==> src/rtl/alu_pkg.sv <==
// Shared definitions for the pipelined carry-lookahead adder/subtractor:
// lookahead group width, group propagate/generate helper and result flag record.
package alu_pkg;

    localparam int GROUP_W = 4;

    typedef struct packed {
        logic cout;
        logic ovf;
        logic zero;
    } result_flags_t;

    // Returns {P, G} for one 4-bit lookahead group.
    function automatic logic [1:0] group_pg(
        input logic [GROUP_W-1:0] p,
        input logic [GROUP_W-1:0] g
    );
        logic grp_p;
        logic grp_g;
        grp_p = &p;
        grp_g = g[3] | (p[3] & g[2]) | (p[3] & p[2] & g[1]) | (p[3] & p[2] & p[1] & g[0]);
        return {grp_p, grp_g};
    endfunction

endpackage

==> src/rtl/cla_slice.sv <==
// Combinational carry-lookahead slice: 4-bit groups joined by a second-level
// lookahead that turns group P/G plus the slice carry-in into group carries.
module cla_slice
    import alu_pkg::*;
#(
    parameter int W = 16
) (
    input  logic [W-1:0] a,
    input  logic [W-1:0] b,
    input  logic         cin,
    output logic [W-1:0] sum,
    output logic         cout,
    output logic         c_msb
);

    localparam int NG = W / GROUP_W;

    logic [W-1:0]  p;
    logic [W-1:0]  g;
    logic [W-1:0]  c_bit;
    logic [NG-1:0] grp_p;
    logic [NG-1:0] grp_g;
    logic [NG:0]   grp_c;
    logic          prod;
    logic          acc_c;

    always_comb begin
        p     = a ^ b;
        g     = a & b;
        grp_p = '0;
        grp_g = '0;
        for (int j = 0; j < NG; j++) begin
            {grp_p[j], grp_g[j]} = group_pg(p[j*GROUP_W +: GROUP_W], g[j*GROUP_W +: GROUP_W]);
        end
    end

    // Each group carry is a flat sum of products over the lower groups.
    always_comb begin
        grp_c = '0;
        prod  = 1'b1;
        acc_c = 1'b0;
        for (int j = 0; j <= NG; j++) begin
            prod  = 1'b1;
            acc_c = 1'b0;
            for (int i = j - 1; i >= 0; i--) begin
                acc_c = acc_c | (grp_g[i] & prod);
                prod  = prod & grp_p[i];
            end
            grp_c[j] = acc_c | (cin & prod);
        end
    end

    always_comb begin
        c_bit = '0;
        for (int j = 0; j < NG; j++) begin
            c_bit[j*GROUP_W] = grp_c[j];
            for (int t = 0; t < GROUP_W - 1; t++) begin
                c_bit[j*GROUP_W+t+1] = g[j*GROUP_W+t] | (p[j*GROUP_W+t] & c_bit[j*GROUP_W+t]);
            end
        end
    end

    assign sum   = p ^ c_bit;
    assign cout  = grp_c[NG];
    assign c_msb = c_bit[W-1];

endmodule

==> src/rtl/cla_pipe_addsub.sv <==
// Pipelined carry-lookahead adder/subtractor: one word slice per register stage,
// slice carries registered between stages, valid/ready handshake per stage.
module cla_pipe_addsub
    import alu_pkg::*;
#(
    parameter int WIDTH  = 32,
    parameter int STAGES = 2
) (
    input  logic             clk,
    input  logic             rst_n,
    input  logic             in_valid,
    output logic             in_ready,
    input  logic [WIDTH-1:0] a,
    input  logic [WIDTH-1:0] b,
    input  logic             cin,
    input  logic             sub,
    output logic             out_valid,
    input  logic             out_ready,
    output logic [WIDTH-1:0] sum,
    output logic             cout,
    output logic             ovf,
    output logic             zero
);

    localparam int SW = WIDTH / STAGES;

    logic [WIDTH-1:0]  b_eff;
    logic              c0;
    logic [STAGES-1:0] valid_d;
    logic [STAGES-1:0] valid_q;
    logic [STAGES-1:0] up_valid;
    logic [STAGES-1:0] load;
    logic [STAGES:0]   ready;

    // Subtract is folded in at the input, so later slices never need the mode bit.
    assign b_eff = b ^ {WIDTH{sub}};
    assign c0    = cin ^ sub;

    always_comb begin
        ready         = '0;
        ready[STAGES] = out_ready;
        for (int k = STAGES - 1; k >= 0; k--) begin
            ready[k] = !valid_q[k] || ready[k+1];
        end
        up_valid    = '0;
        up_valid[0] = in_valid;
        for (int k = 1; k < STAGES; k++) begin
            up_valid[k] = valid_q[k-1];
        end
        load    = ready[STAGES-1:0] & up_valid;
        valid_d = valid_q;
        for (int k = 0; k < STAGES; k++) begin
            if (ready[k]) begin
                valid_d[k] = up_valid[k];
            end
        end
    end

    always_ff @(posedge clk) begin
        if (!rst_n) begin
            valid_q <= '0;
        end else begin
            valid_q <= valid_d;
        end
    end

    assign in_ready  = ready[0];
    assign out_valid = valid_q[STAGES-1];

    for (genvar k = 0; k < STAGES; k++) begin : g_stage
        localparam int DONE_W = (k + 1) * SW;

        logic [SW-1:0]     sl_a;
        logic [SW-1:0]     sl_b;
        logic [SW-1:0]     sl_sum;
        logic              sl_cin;
        logic              sl_cout;
        logic              sl_cmsb;
        logic [DONE_W-1:0] psum_d;
        logic [DONE_W-1:0] psum_q;

        // Earlier result bits ride along under the new slice to keep the word aligned.
        if (k == 0) begin : g_src
            assign sl_a   = a[SW-1:0];
            assign sl_b   = b_eff[SW-1:0];
            assign sl_cin = c0;
            assign psum_d = sl_sum;
        end else begin : g_src
            assign sl_a   = g_stage[k-1].g_fwd.rema_q[SW-1:0];
            assign sl_b   = g_stage[k-1].g_fwd.remb_q[SW-1:0];
            assign sl_cin = g_stage[k-1].g_fwd.carry_q;
            assign psum_d = {sl_sum, g_stage[k-1].psum_q};
        end

        cla_slice #(
            .W(SW)
        ) u_slice (
            .a    (sl_a),
            .b    (sl_b),
            .cin  (sl_cin),
            .sum  (sl_sum),
            .cout (sl_cout),
            .c_msb(sl_cmsb)
        );

        always_ff @(posedge clk) begin
            if (!rst_n) begin
                psum_q <= '0;
            end else if (load[k]) begin
                psum_q <= psum_d;
            end
        end

        if (k < STAGES - 1) begin : g_fwd
            localparam int REM_W = WIDTH - DONE_W;

            logic [REM_W-1:0] rema_d;
            logic [REM_W-1:0] rema_q;
            logic [REM_W-1:0] remb_d;
            logic [REM_W-1:0] remb_q;
            logic             carry_d;
            logic             carry_q;
            logic             unused_c_msb;

            assign unused_c_msb = sl_cmsb;

            if (k == 0) begin : g_rem_src
                assign rema_d = a[WIDTH-1:SW];
                assign remb_d = b_eff[WIDTH-1:SW];
            end else begin : g_rem_src
                assign rema_d = g_stage[k-1].g_fwd.rema_q[REM_W+SW-1:SW];
                assign remb_d = g_stage[k-1].g_fwd.remb_q[REM_W+SW-1:SW];
            end

            assign carry_d = sl_cout;

            always_ff @(posedge clk) begin
                if (!rst_n) begin
                    rema_q  <= '0;
                    remb_q  <= '0;
                    carry_q <= 1'b0;
                end else if (load[k]) begin
                    rema_q  <= rema_d;
                    remb_q  <= remb_d;
                    carry_q <= carry_d;
                end
            end
        end else begin : g_out
            result_flags_t flags_d;
            result_flags_t flags_q;

            always_comb begin
                flags_d.cout = sl_cout;
                flags_d.ovf  = sl_cmsb ^ sl_cout;
                flags_d.zero = (psum_d == '0);
            end

            always_ff @(posedge clk) begin
                if (!rst_n) begin
                    flags_q <= '0;
                end else if (load[k]) begin
                    flags_q <= flags_d;
                end
            end

            assign sum  = psum_q;
            assign cout = flags_q.cout;
            assign ovf  = flags_q.ovf;
            assign zero = flags_q.zero;
        end
    end

endmodule

==> config.mk <==
export PLATFORM = sky130hd
export DESIGN_NAME = cla_pipe_addsub
export DESIGN_NICKNAME = d
export VERILOG_FILES = /design/src/rtl/alu_pkg.sv /design/src/rtl/cla_slice.sv /design/src/rtl/cla_pipe_addsub.sv
export SDC_FILE = /design/constraint.sdc
export NUM_CORES = 1
export LEC_CHECK = 0
export ABC_AREA = 1
export CAP_MARGIN = 20
export CELL_PAD_IN_SITES_DETAIL_PLACEMENT = 1
export CELL_PAD_IN_SITES_GLOBAL_PLACEMENT = 1
export CORE_UTILIZATION = 38
export DETAILED_ROUTE_END_ITERATION = 10
export GPL_TIMING_DRIVEN = 0
export PLACE_DENSITY = 0.81
export SETUP_SLACK_MARGIN = 0.05
export SLEW_MARGIN = 15
export SYNTH_ARGS = -nofsm -noshare
export SYNTH_HDL_FRONTEND = slang
export SYNTH_SLANG_ARGS = --single-unit
==> constraint.sdc <==
create_clock -name clk -period 3.7 [get_ports clk]
set_input_delay 0.37 -clock clk [delete_from_list [all_inputs] [get_ports clk]]
set_output_delay 0.37 -clock clk [all_outputs]
set_load 0.01 [all_outputs]
After elaboration in Yosys (flattened, before gate mapping)
Cells that the tools add are included.
{ "word_totals": {"register_bits": 86, "elab_cells": 197} }
{ "op_classes": {"bitwise_logic": 174, "n_reduce_logical": 13} }
{ "op_table": {"columns": ["op", "count"], "rows": [
  ["1-bit AND", 96],
  ["1-bit OR", 68],
  ["16-bit bitwise XOR", 4],
  ["16-bit AND", 2],
  ["32-bit zero test", 1],
  ["4-bit AND reduction", 8],
  ["32-bit bitwise XOR", 1],
  ["2-bit AND", 1],
  ["1-bit zero test", 2],
  ["1-bit logical OR", 2],
  ["1-bit bitwise XOR", 2]
]} }

Depth between registers and ports, before layout
{ "depth": {"depth_word": 17, "mapped_depth": 18, "mapped_depth_nobuf": 17} }

By module
Synthesis repeated with hierarchy kept, for this count alone.
{ "unflattened": {"cells_unflattened": 614, "area_unflattened_um2": 4894.7} }
{ "modules_own_cells": {"columns": ["mod", "instances", "cells_per_inst", "area_each_um2"], "rows": [
  ["cla_pipe_addsub", 1, 420, 3378.2],
  ["cla_slice", 2, 97, 758.2]
]} }

Worst setup path after synthesis
OpenSTA, ideal clock, no wires.
{ "synth_path": {"kind": "input -> register", "from": "input sub", "to": "register g_stage[0].psum_q[15]", "arrival_ps": 3273, "t_required_ps": 3581, "path_slack_ps": 307, "cell_stages": 17, "n_path_buf": 2, "cell_sequence": "buf_4 -> buf_4 -> xnor2_1 -> inv_1 -> ha_1 -> nand2_1 -> inv_2 -> nand3_1 -> nand3b_1 -> nand3_2 -> a21oi_1 -> fa_1 -> fa_1 -> fa_1 -> xnor2_1 -> o21ai_0 -> a21oi_1"} }
{ "synth_via": {"elab_chain_cells": 17, "word_cells_on_any_way": 46, "cone_classes": "43 x bitwise; 3 x reduce/logical"} }
{ "synth_rtl": {"columns": ["item", "line_no", "rtl"], "rows": [
  ["start, declared", "cla_pipe_addsub.sv:16", "input logic sub,"],
  ["32-bit bitwise XOR", "cla_pipe_addsub.sv:36", "assign b_eff = b ^ {WIDTH{sub}};"],
  ["16-bit bitwise XOR or 16-bit AND (tied branches)", "cla_slice.sv:28, cla_slice.sv:29", null],
  ["1-bit AND", "alu_pkg.sv:21", "grp_g = g[3] | (p[3] & g[2]) | (p[3] & p[2] & g[1]) | (p[3] & p[2] & p[1] & g[0]);"],
  ["1-bit OR or 1-bit AND (tied branches) (2 in series)", "alu_pkg.sv:21", null],
  ["1-bit OR", "alu_pkg.sv:21", null],
  ["1-bit AND", "cla_slice.sv:46", "acc_c = acc_c | (grp_g[i] & prod);"],
  ["1-bit OR (2 in series)", "cla_slice.sv:46", null],
  ["1-bit OR", "cla_slice.sv:49", "grp_c[j] = acc_c | (cin & prod);"],
  ["1-bit AND", "cla_slice.sv:58", "c_bit[j*GROUP_W+t+1] = g[j*GROUP_W+t] | (p[j*GROUP_W+t] & c_bit[j*GROUP_W+t]);"],
  ["1-bit OR", "cla_slice.sv:58", null],
  ["1-bit AND", "cla_slice.sv:58", null],
  ["1-bit OR", "cla_slice.sv:58", null],
  ["1-bit AND", "cla_slice.sv:58", null],
  ["1-bit OR", "cla_slice.sv:58", null],
  ["16-bit bitwise XOR *", "cla_slice.sv:63", "assign sum = p ^ c_bit;"],
  ["end signal, assigned", "cla_pipe_addsub.sv:110", "psum_q <= psum_d;"],
  ["end, declared", "cla_pipe_addsub.sv:80", "logic [DONE_W-1:0] psum_q;"]
]} }
Mark *: on every way between the ends. The rest lies on a longest branch, timed or not.
A chain may end at the register's enable or synchronous reset.

Final worst setup path
{ "layout_path": {"from": "register g_stage[0].g_fwd.rema_q[3]", "to": "register g_stage[1].g_out.flags_q, in the netlist zero"} }
{ "layout_via": {"word_cells_on_any_way": 43, "cone_classes": "41 x bitwise; 2 x reduce/logical"} }
{ "layout_rtl": {"columns": ["item", "line_no", "rtl"], "rows": [
  ["start, declared", "cla_pipe_addsub.sv:118", "logic [REM_W-1:0] rema_q;"],
  ["start signal, assigned", "cla_pipe_addsub.sv:143", "rema_q <= rema_d;"],
  ["16-bit bitwise XOR", "cla_slice.sv:28", "p = a ^ b;"],
  ["1-bit AND", "alu_pkg.sv:21", null],
  ["1-bit OR or 1-bit AND (tied branches) (2 in series)", "alu_pkg.sv:21", null],
  ["1-bit OR", "alu_pkg.sv:21", null],
  ["1-bit AND", "cla_slice.sv:46", null],
  ["1-bit OR", "cla_slice.sv:46", null],
  ["1-bit OR *", "cla_slice.sv:49", null],
  ["1-bit AND *", "cla_slice.sv:58", null],
  ["1-bit OR *", "cla_slice.sv:58", null],
  ["1-bit AND *", "cla_slice.sv:58", null],
  ["1-bit OR *", "cla_slice.sv:58", null],
  ["16-bit bitwise XOR *", "cla_slice.sv:63", null],
  ["net g_stage[1].sl_sum[14]", "cla_pipe_addsub.sv:75", "logic [SW-1:0] sl_sum;"],
  ["32-bit zero test *", "cla_pipe_addsub.sv:155", "flags_d.zero = (psum_d == '0);"],
  ["end signal, assigned", "cla_pipe_addsub.sv:162", "flags_q <= flags_d;"],
  ["end, declared", "cla_pipe_addsub.sv:150", "result_flags_t flags_q;"]
]} }
The timed path passes the listed nets; every way through them passes the cells marked *.

==> flow_metrics.env <==
export IMPL_place_congestion=0.8585
export IMPL_clock_root_buffer="clkbuf_16"
export IMPL_cts_hold_fix_buffers=0
export IMPL_initial_core_util_pct=39.51
export IMPL_power_density_nw_per_um2=420.3
export IMPL_whs_ps=481.4
export IMPL_routed_via_density=4.998
export IMPL_ys_flop_type="dfxtp_1"
export IMPL_drv_cap=0
export IMPL_power_leakage_uw=0.002787
export IMPL_crit_fanout=3
export IMPL_htree_levels=3
export IMPL_hold_class="reg2reg"
export IMPL_layout_drive_gt1_share_pct=8.621
export IMPL_end_kind="flip-flop"
export IMPL_arrival_ps=3790
export IMPL_comb_power_share_pct=25.0
export IMPL_core_um2=12210
export IMPL_skew_ps=6.063
export IMPL_max_freq_ghz=0.2853
export IMPL_die_y_um=114.7
export IMPL_cp_start_kind="flip-flop"
export IMPL_ys_warn_count=0
export IMPL_syn_area_per_cell_um2=8.376
export IMPL_antenna_found_initial=0
export IMPL_ys_seq_area_share_pct=35.68
export IMPL_drv_slew=0
export IMPL_switchingPower_uw=799.2
export IMPL_first_global_vias=4665
export IMPL_status="finished clean"
export IMPL_ys_ff_latch=86
export IMPL_p_int_uw=1907
export IMPL_dieArea_um2=13150
export IMPL_vdd_ir_drop_max_mv=0.2228
export IMPL_path_clk_slew_ps=60
export IMPL_wl_mm=14.36
export IMPL_netlist_instances=576
export IMPL_syn_cell_area_um2=4825
export IMPL_portBuffers=104
export IMPL_drtIter0Drc=187
export IMPL_grt_first_pass_wirelength_mm=23.25
export IMPL_num_rows=40
export IMPL_clk_latency_ps=340
export IMPL_synth_edf_count=0
export IMPL_grt_util_all_layers_pct=23.22
export IMPL_cts_tree="done"
export IMPL_setup_viol=0
export IMPL_wl_per_cell_um=16.62
export IMPL_drc=0
export IMPL_register_area_um2=1722
export IMPL_vias=4318
export IMPL_fp_dieW_um=114.7
export IMPL_period_share_pct=94.72
export IMPL_layout_setup_ws_ps=195.5
export IMPL_swShare_pct=29.54
export IMPL_worst_slew_pin_slew_ps=546.4
export IMPL_dr_pass1_iters=4
export IMPL_ant_nets=0
export IMPL_multi_input_area_um2=2691
export IMPL_pre_cts_ws_ps=-200.5
export IMPL_io_pins=107
export IMPL_slew_headroom_pct=63.58
export IMPL_grt_max_degree=15
export IMPL_clockBufferDepth=2
export IMPL_num_antenna_cells=0
export IMPL_synthArstFlopShare_pct=0
export IMPL_critPathKind="reg2reg"
export IMPL_grt_remaining_overflow=0
export IMPL_post_dp_hpwl_mm=11.55
export IMPL_numCtsBuffers=9
export IMPL_hold_viol=0
export IMPL_seq_power_share_pct=39.3
export IMPL_nFillCells=1509
export IMPL_syn_to_final_growth_pct=33.43
export IMPL_fin_crit_ps=3505
export IMPL_rsz0062_at_grt="yes"
export IMPL_fin_nets=817
export IMPL_ys_types=38
export IMPL_crit_required_ps=3980
export IMPL_pwr_share_clk_pct=35.6
export IMPL_syn_nets=702
export IMPL_clkSinkCount=86
[per-layer routing]
metal | wire, um | track usage [%] | vias to the layer above
met1 | 6434 | 28.53 | 2084
met2 | 7157 | 41.37 | 96
met5 | 0 | 0 | -
met3 | 499 | 3.123 | 19
met4 | 269 | 8.398 | 0
li1 | - | - | 2119
[synthesized netlist by cell type, types with 2 or more instances]
cell      count  share of area [%]
a21oi_2       2               0.36
o21ai_1      11                1.1
inv_2         4               0.31
inv_1        74                5.8
nand3_1      16                1.7
nand2_1      30                2.3
buf_6         2               0.47
ha_1         32                8.3
nand4_1       9                1.2
xnor2_1      26                4.7
nor4_1        2               0.26
clkbuf_1      8               0.62
nor3_1        2               0.21
nand3_2       4               0.83
a21oi_1      71                7.4
dfxtp_1      86                 36
o21ai_0      70                7.3
buf_2        13                1.3
buf_4         4               0.62
xor2_1       15                2.7
fa_1         24                 10
buf_1         2               0.16
nor2_1       52                4.0
nand2_2       2               0.26
nor2_2        2               0.26
[worst max-delay path, cell delays in order (launching register included)]
cell	delay (ps)
dfxtp_1	410
ha_4	240
nand2_1	60
nand2_1	60
nor2_2	150
nand2_4	80
a21o_1	190
a31o_1	210
fa_1	380
fa_1	390
fa_1	490
inv_1	100
nand4_1	110
nor2_1	110
nand3_1	100
nor3_2	150
nand2_1	90
a21oi_2	110
[stage by stage]
step           utilization (%)  power, uW  cell area, um^2  instances  setup TNS [ps]
2_1_floorplan                -       1450             4825        576               0
3_3_place_gp             49.75       1711             6076        848          -19.67
3_5_place_dp             49.75       1750             6076        848          -310.8
4_1_cts                  52.33       2707             6390        864               0
5_1_grt                  52.72       2842             6437        864               0
6_report                 52.72       2706             6437        864               0
[final timing paths]
kind | cells past startpoint | startpoint | slack (ps) | to
max reg2reg | 17 | g_stage[0].g_fwd.rema_q[3]$_SDFFE_PN0P_ | 200 | zero$_SDFFE_PN0P_
min | 2 | g_stage[0].psum_q[11]$_SDFFE_PN0P_ | 480 | g_stage[0].psum_q[11]$_SDFFE_PN0P_
min reg2reg | 2 | g_stage[0].psum_q[11]$_SDFFE_PN0P_ | 480 | g_stage[0].psum_q[11]$_SDFFE_PN0P_
max | 17 | g_stage[0].g_fwd.rema_q[3]$_SDFFE_PN0P_ | 200 | zero$_SDFFE_PN0P_
[area by class of cell]
class,instances,share of cell area (%)
Clock buffer,9,3.499
Inverter,79,4.645
Buffer,30,2.488
Multi-Input combinational cell,381,41.81
Clock inverter,7,1.380
Timing Repair Buffer,104,16.17
Sequential cell,86,26.74
Tap cell,168,3.265
[kinds of logic after synthesis]
family / Yosys count / synth area share (%)
compound gates: 160 / 17.06
xor+xnor: 41 / 7.443
fa+ha+maj: 56 / 18.26
buf+inv: 109 / 9.518
flops: 86 / 35.68
simple gates: 124 / 12.03
[power groups by stage]
stage / registers, uW / clock network, uW / logic (uW)
after detailed placement: 1080 / 0 / 667
after global routing: 1070 / 1010 / 758
after CTS: 1060 / 970 / 673
after global placement: 1080 / 0 / 633
final: 1060 / 964 / 677
after floorplan: 1080 / 0 / 371
[what timing repair did]
action,CTS,global route
resized for setup,0,6
setup buffers,0,0
setup endpoints to repair,0,3
[cells in the final DEF (no fill, tap or decap), drive strengths merged]
| cell type | synthesis | layout |
|---|---|---|
| xnor2 | 26 | 26 |
| a21boi | 1 | 1 |
| a211oi | 1 | 1 |
| bufinv | 0 | 2 |
| a21o | 1 | 1 |
| a21oi | 73 | 73 |
| nor4 | 2 | 2 |
| ha | 32 | 32 |
| a31o | 1 | 1 |
| nand3b | 1 | 1 |
| clkdlybuf4s50 | 0 | 104 |
| xor2 | 15 | 15 |
| and3 | 1 | 1 |
| o211ai | 1 | 1 |
| nor2 | 55 | 55 |
| nor3 | 2 | 2 |
| inv | 79 | 79 |
| fa | 24 | 24 |
| clkbuf | 9 | 18 |
| dfxtp | 86 | 86 |
| buf | 21 | 21 |
| nand4 | 10 | 10 |
| nand2 | 33 | 33 |
| clkinv | 0 | 5 |
| o21ai | 81 | 81 |
| nand3 | 20 | 20 |
| a31oi | 1 | 1 |
[registers in the layout, indices dropped and copies added (netlist names)]
| register | flops |
|---|---|
| sum | 32 |
| g_stage.g_fwd.rema_q | 16 |
| g_stage.g_fwd.remb_q | 16 |
| g_stage.psum_q | 16 |
| valid_q | 2 |
| cout | 1 |
| g_stage.g_fwd.carry_q | 1 |
| ovf | 1 |
| zero | 1 |
(Power assumes the default switching activity.)
